File: src/rtl/uart_tx_frame.sv
// UART transmitter: start, LSB-first data, optional parity and stop bits, timed by a baud clock enable.
// Define UART_TX_FIFO_EN to put a FIFO_DEPTH-entry FIFO in front of the serialiser.
module uart_tx_frame #(
  parameter int CLK_DIV    = 868,
  parameter int DATA_BITS  = 8,
  parameter int PARITY     = 0,
  parameter int STOP_BITS  = 1,
  parameter int FIFO_DEPTH = 4
) (
  input  logic                 clk,
  input  logic                 rst,
  input  logic                 tx_valid,
  input  logic [DATA_BITS-1:0] tx_data,
  output logic                 tx_ready,
  output logic                 tx,
  output logic                 tx_busy
);

  if (CLK_DIV < 4 || CLK_DIV > 65535 || DATA_BITS < 5 || DATA_BITS > 9 ||
      PARITY < 0 || PARITY > 2 || STOP_BITS < 1 || STOP_BITS > 2 ||
      FIFO_DEPTH < 2 || FIFO_DEPTH > 16 || (FIFO_DEPTH & (FIFO_DEPTH - 1)) != 0) begin : g_bad_params
    $error("uart_tx_frame: parameter out of range");
  end

  typedef enum logic [2:0] {S_IDLE, S_START, S_DATA, S_PARITY, S_STOP} state_t;

  localparam logic [15:0] BAUD_LAST = 16'(CLK_DIV - 1);
  localparam logic [15:0] BAUD_PRE  = 16'(CLK_DIV - 2);
  localparam logic [3:0]  DATA_LAST = 4'(DATA_BITS - 1);
  localparam logic [3:0]  STOP_LAST = 4'(STOP_BITS - 1);

  state_t               state_q, state_d;
  logic [15:0]          baud_q, baud_d;
  logic [3:0]           bit_q, bit_d;
  logic [DATA_BITS-1:0] shift_q, shift_d;
  logic                 par_q, par_d;
  logic                 tx_q, tx_d;
  logic                 ready_q, ready_d;
  logic                 busy_q, busy_d;
  logic                 accept, avail, take, bit_end;
  logic [DATA_BITS-1:0] next_word;

  function automatic logic parity_of(input logic [DATA_BITS-1:0] d);
    return (PARITY == 1) ? ~^d : ^d;
  endfunction

  assign accept  = tx_valid && ready_q;
  assign bit_end = (state_q != S_IDLE) && (baud_q == BAUD_LAST);

`ifdef UART_TX_FIFO_EN
  localparam int AW = $clog2(FIFO_DEPTH);
  localparam int PW = AW + 1;
  localparam logic [PW-1:0] DEPTH_P = PW'(FIFO_DEPTH);

  logic [PW-1:0]        wptr_q, wptr_d, rptr_q, rptr_d;
  logic [DATA_BITS-1:0] mem_q [FIFO_DEPTH];
  logic                 fifo_empty, wr, pop;

  // An empty FIFO is bypassed so a word accepted while idle starts on the same edge.
  assign fifo_empty = (wptr_q == rptr_q);
  assign avail      = accept || !fifo_empty;
  assign next_word  = fifo_empty ? tx_data : mem_q[rptr_q[AW-1:0]];
  assign pop        = take && !fifo_empty;
  assign wr         = accept && !(take && fifo_empty);

  always_comb begin
    wptr_d  = wptr_q + {{AW{1'b0}}, wr};
    rptr_d  = rptr_q + {{AW{1'b0}}, pop};
    ready_d = ((wptr_d - rptr_d) != DEPTH_P);
  end

  always_ff @(posedge clk) begin
    if (wr) mem_q[wptr_q[AW-1:0]] <= tx_data;
  end
`else
  assign avail     = accept;
  assign next_word = tx_data;

  // Open the handshake one clock early so a new word lands exactly on the last stop clock.
  always_comb begin
    ready_d = (state_d == S_IDLE) ||
              (state_q == S_STOP && bit_q == STOP_LAST && baud_q == BAUD_PRE);
  end
`endif

  always_comb begin
    state_d = state_q;
    baud_d  = baud_q;
    bit_d   = bit_q;
    shift_d = shift_q;
    par_d   = par_q;
    tx_d    = tx_q;
    busy_d  = busy_q;
    take    = 1'b0;
    if (state_q != S_IDLE) baud_d = bit_end ? 16'd0 : baud_q + 16'd1;
    unique case (state_q)
      S_IDLE: if (avail) take = 1'b1;
      S_START: begin
        if (bit_end) begin
          state_d = S_DATA;
          bit_d   = 4'd0;
          tx_d    = shift_q[0];
          shift_d = shift_q >> 1;
        end
      end
      S_DATA: begin
        if (bit_end) begin
          if (bit_q == DATA_LAST) begin
            state_d = (PARITY != 0) ? S_PARITY : S_STOP;
            bit_d   = 4'd0;
            tx_d    = (PARITY != 0) ? par_q : 1'b1;
          end else begin
            bit_d   = bit_q + 4'd1;
            tx_d    = shift_q[0];
            shift_d = shift_q >> 1;
          end
        end
      end
      S_PARITY: begin
        if (bit_end) begin
          state_d = S_STOP;
          bit_d   = 4'd0;
          tx_d    = 1'b1;
        end
      end
      S_STOP: begin
        if (bit_end) begin
          if (bit_q == STOP_LAST) begin
            if (avail) begin
              take = 1'b1;
            end else begin
              state_d = S_IDLE;
              bit_d   = 4'd0;
              tx_d    = 1'b1;
              busy_d  = 1'b0;
            end
          end else begin
            bit_d = bit_q + 4'd1;
          end
        end
      end
      default: state_d = S_IDLE;
    endcase
    if (take) begin
      state_d = S_START;
      baud_d  = 16'd0;
      bit_d   = 4'd0;
      tx_d    = 1'b0;
      busy_d  = 1'b1;
      shift_d = next_word;
      par_d   = parity_of(next_word);
    end
  end

  always_ff @(posedge clk or posedge rst) begin
    if (rst) begin
      state_q <= S_IDLE;
      baud_q  <= 16'd0;
      bit_q   <= 4'd0;
      tx_q    <= 1'b1;
      ready_q <= 1'b0;
      busy_q  <= 1'b0;
`ifdef UART_TX_FIFO_EN
      wptr_q  <= '0;
      rptr_q  <= '0;
`endif
    end else begin
      state_q <= state_d;
      baud_q  <= baud_d;
      bit_q   <= bit_d;
      tx_q    <= tx_d;
      ready_q <= ready_d;
      busy_q  <= busy_d;
`ifdef UART_TX_FIFO_EN
      wptr_q  <= wptr_d;
      rptr_q  <= rptr_d;
`endif
    end
  end

  // Datapath registers carry no reset; they are always reloaded before use.
  always_ff @(posedge clk) begin
    shift_q <= shift_d;
    par_q   <= par_d;
  end

  assign tx       = tx_q;
  assign tx_ready = ready_q;
  assign tx_busy  = busy_q;

endmodule

File: config.mk
export PLATFORM = sky130hd
export DESIGN_NAME = uart_tx_frame
export DESIGN_NICKNAME = d
export VERILOG_FILES = /design/src/rtl/uart_tx_frame.sv
export SDC_FILE = /design/constraint.sdc
export NUM_CORES = 1
export LEC_CHECK = 0
export BUFFER_PORTS_ARGS = -buffer_cell sky130_fd_sc_hd__buf_2
export CAP_MARGIN = 20
export CELL_PAD_IN_SITES_DETAIL_PLACEMENT = 1
export CELL_PAD_IN_SITES_GLOBAL_PLACEMENT = 1
export CORE_MARGIN = 10
export CORE_UTILIZATION = 43
export CTS_BUF_LIST = sky130_fd_sc_hd__clkbuf_4
export CTS_CLUSTER_SIZE = 8
export DETAILED_ROUTE_END_ITERATION = 16
export GPL_ROUTABILITY_DRIVEN = 0
export PLACE_DENSITY = 0.74
export SLEW_MARGIN = 10
export SYNTH_ARGS = -nofsm -noshare
export SYNTH_HDL_FRONTEND = slang
export SYNTH_SLANG_ARGS = --single-unit
File: constraint.sdc
create_clock -name clk -period 5.7 [get_ports clk]
set_input_delay 0 -clock clk [delete_from_list [all_inputs] [get_ports clk]]
set_output_delay 0 -clock clk [all_outputs]
set_load 0.01 [all_outputs]
==> summary.md <==
| Metric | Value |
|---|---|
| Initial antenna violation count | `0` |
| Total Power | `0.396 mW` |
| GRT Util Overall | `0.128` |
| Fin Setup TNS | `0 ns` |
| Crit path launch type | `flip-flop` |
| DR vias | `1487` |
| Worst r2r path cells | `6` |
| Hold EP | `state_q[0]` |
| Clock Path Buffers | `2` |
| Hold_ws | `0.153 ns` |
| Clock skew | `0.0196 ns` |
| Design Area, Final | `2160 um2` |
| Vias in the first global route | `1604` |
| Grt ovf | `0` |
| TritonCTS Buffers | `5` |
| Fin util | `0.502` |
| Initial DRC Count | `76` |
| Setup bufs post-CTS | `0` |
| Routed WL | `4.52 mm` |
| Slowest cell delay on critical path | `0.57 ns` |
| Slew HR | `0.590` |
| Hold Crit Start | `tx_valid` |
| Number of buffers added on ports | `13` |
| Core ar. | `4290 um2` |
| Post-synth top area share | `0.332` |
| Worst r2r src | `baud_q[12]` |
| Root Buffer | `clkbuf_4` |
| Max FO, Critical Path | `11` |
| Async SR Flop Fraction | `0.765` |
| Die W | `86.2 um` |
| Seq cells post-synth | `34` |
| Routed len/inst | `17.3 um` |
| Cell area power density | `184 nW/um2` |
| Share of cells above drive strength 1 | `0.171` |
| Max-cap viol count | `0` |
| Via/cell ratio | `5.68` |
| # rows | `24` |
| Hold WC Path Type | `primary input to flip-flop` |
| EDFF count, synth | `8` |
| Fin crit share | `0.484` |
| Post-CTS Hold Fix Bufs | `9` |
| Post-synthesis sequential area ratio | `0.473` |
| Slew @ Worst Pin | `0.610 ns` |
| I/O pins | `14` |
| Dpl ws | `2.78 ns` |
| Clock-pin slew on the worst setup and hold paths | `0.10 ns` |
| Diode count | `0` |
| Post-synth net total | `200` |
| Crit path max-delay cell type | `or4_4` |
| Pins over their slew limit | `0` |
| Die area | `7430 um2` |
| Die H | `86.2 um` |
| CTS tree | `yes` |
| Pin count of the biggest net entering global routing | `27` |
| Minimum clock period after layout | `2.76 ns` |
| Synth warn | `0` |
| Worst-Skew Late Latency | `0.34 ns` |
| Crit Path Category | `flip-flop to flip-flop` |
| Worst path bufs/invs | `1` |
| Unique masters post-synth | `47` |
| Outcome | `complete, no violations` |
| Worst Path Required | `5.74 ns` |
| R2R Setup Slk | `2.94 ns` |
| First-pass GRT wire length | `7.74 mm` |
| Maximum vdd drop | `0.000123 V` |
| Nets | `224` |
| Synthesized cell area | `1890 um2` |
| Placed cell areas | `1980 um2` |
| RSZ-0062 raised after global routing | `no` |
| Crit path DAT | `2.79 ns` |
| Max frequency | `363 MHz` |
| Largest cells by area after synthesis | `dfrtp_1 (33%), edfxtp_1 (13%), xor2_1 (5.6%)` |
| Largest area contributor in the netlist | `dfrtp_1` |
| Reg2reg end | `shift_q[4]` |
| DRC viols | `0` |
| Static leakage | `0.910 nW` |
| Hold path depth | `3` |
| Most frequent cells in the layout | `nor2_1 (26), dfrtp_1 (25), nand2_1 (14), buf_2 (14), nand3_1 (13)` |
| Syn avg cell area | `10.2 um2` |
| # clock sinks | `34` |
| Fillers | `502` |
| HPWL Detailed | `3.18 mm` |
| 1st-pass router iterations | `4` |
| Resized cells post-CTS | `0` |
| Instance count of the mapped netlist | `185` |
| Final Hold Viols | `0` |
| Critical path cell sequence | `or4_4 > nor4_4 > nand2_2 > a21o_1 > o31ai_1 > buf_2` |
| Finished Layout Cells | `262` |
| Dpl cells | `243` |
| Most common cell after layout, fill and taps aside | `nor2_1` |
| Initial core utilization | `0.439` |
| CP endpoint kind | `flip-flop` |
| Htree depth | `2` |
| Final setup vio count | `0` |
| Area Growth Syn to Fin | `14.3%` |
| Cell family with the largest share of critical-path delay | `simple AND/OR/NAND/NOR gates` |
| Final WS setup | `2.94 ns` |
| Top_reg_cell synth | `dfrtp_1` |
| Post-route ant nets | `0` |
## worst min-delay path, cell delays in order
cell      delay [ns]
buf_2           0.14
nand3_1         0.15
o211ai_1        0.14
## cells by family after synthesis
family,share of synthesized area
AO/OA/AOI/OAI,0.0896
XOR/XNOR,0.0697
adder cells (fa/ha/maj),0.0265
buffers and inverters,0.0312
flip-flops,0.473
multiplexers,0.0591
AND/OR/NAND/NOR,0.251
## cell usage after synthesis, types with 2 or more instances
| master | count |
|---|---|
| inv_1 | 6 |
| and2_1 | 2 |
| a21oi_1 | 6 |
| xnor2_1 | 3 |
| edfxtp_1 | 8 |
| o2bb2ai_1 | 2 |
| nor2_1 | 26 |
| a22o_1 | 2 |
| clkbuf_1 | 4 |
| nor3b_1 | 3 |
| nor3_1 | 5 |
| buf_2 | 2 |
| nand2_1 | 14 |
| nand3_1 | 13 |
| dfrtp_1 | 25 |
| nor4bb_1 | 2 |
| nand4_1 | 4 |
| nand2b_1 | 3 |
| mux2_4 | 6 |
| xor2_1 | 12 |
| o21ai_0 | 5 |
| ha_1 | 4 |
| or4_4 | 3 |
| a21o_1 | 2 |
## power by group
group / switching (mW) / leakage (nW) / total (mW) / internal, mW
Clock: 0.0814 / 0.0331 / 0.133 / 0.0511
Combinational: 0.00665 / 0.507 / 0.0152 / 0.00852
Sequential: 0 / 0.370 / 0.248 / 0.248
## area by class of cell
| cell class | count | area (um2) | share of cell area |
|---|---|---|---|
| flip-flops and latches | 34 | 892 | 0.414 |
| multi-input cells | 138 | 935 | 0.434 |
| well taps | 52 | 65.1 | 0.0302 |
| clock buffers | 6 | 45.0 | 0.0209 |
| clock inverters | 2 | 8.76 | 0.00406 |
| inverters | 6 | 22.5 | 0.0104 |
| repair buffers | 24 | 188 | 0.0871 |
## metal layers
layer  GRT usage  routed length (um)  up-vias
met5           0                   0        -
met4      0.0412                  67        0
met3      0.0356                 117        6
met2       0.224                2450       13
met1       0.145                1890      763
li1            -                   -      705
## worst max-delay path by stage
stage,from,endpoint,slack [ns],cells past startpoint
after floorplan,baud_q[11],shift_q[0],3.05,3
after global placement,baud_q[11],shift_q[7],2.89,3
after detailed placement,baud_q[12],shift_q[6],2.78,3
after CTS,baud_q[11],shift_q[4],2.73,3
after global routing,baud_q[11],shift_q[4],2.76,6
final,baud_q[12],shift_q[4],2.94,6
## flip-flops by register name (all words and copies together) (netlist names)
register / cells
baud_q: 16
bit_q: 4
shift_q: 8
state_q: 3
tx: 1
tx_busy: 1
tx_ready: 1
Power figures use the tool's default switching activity.
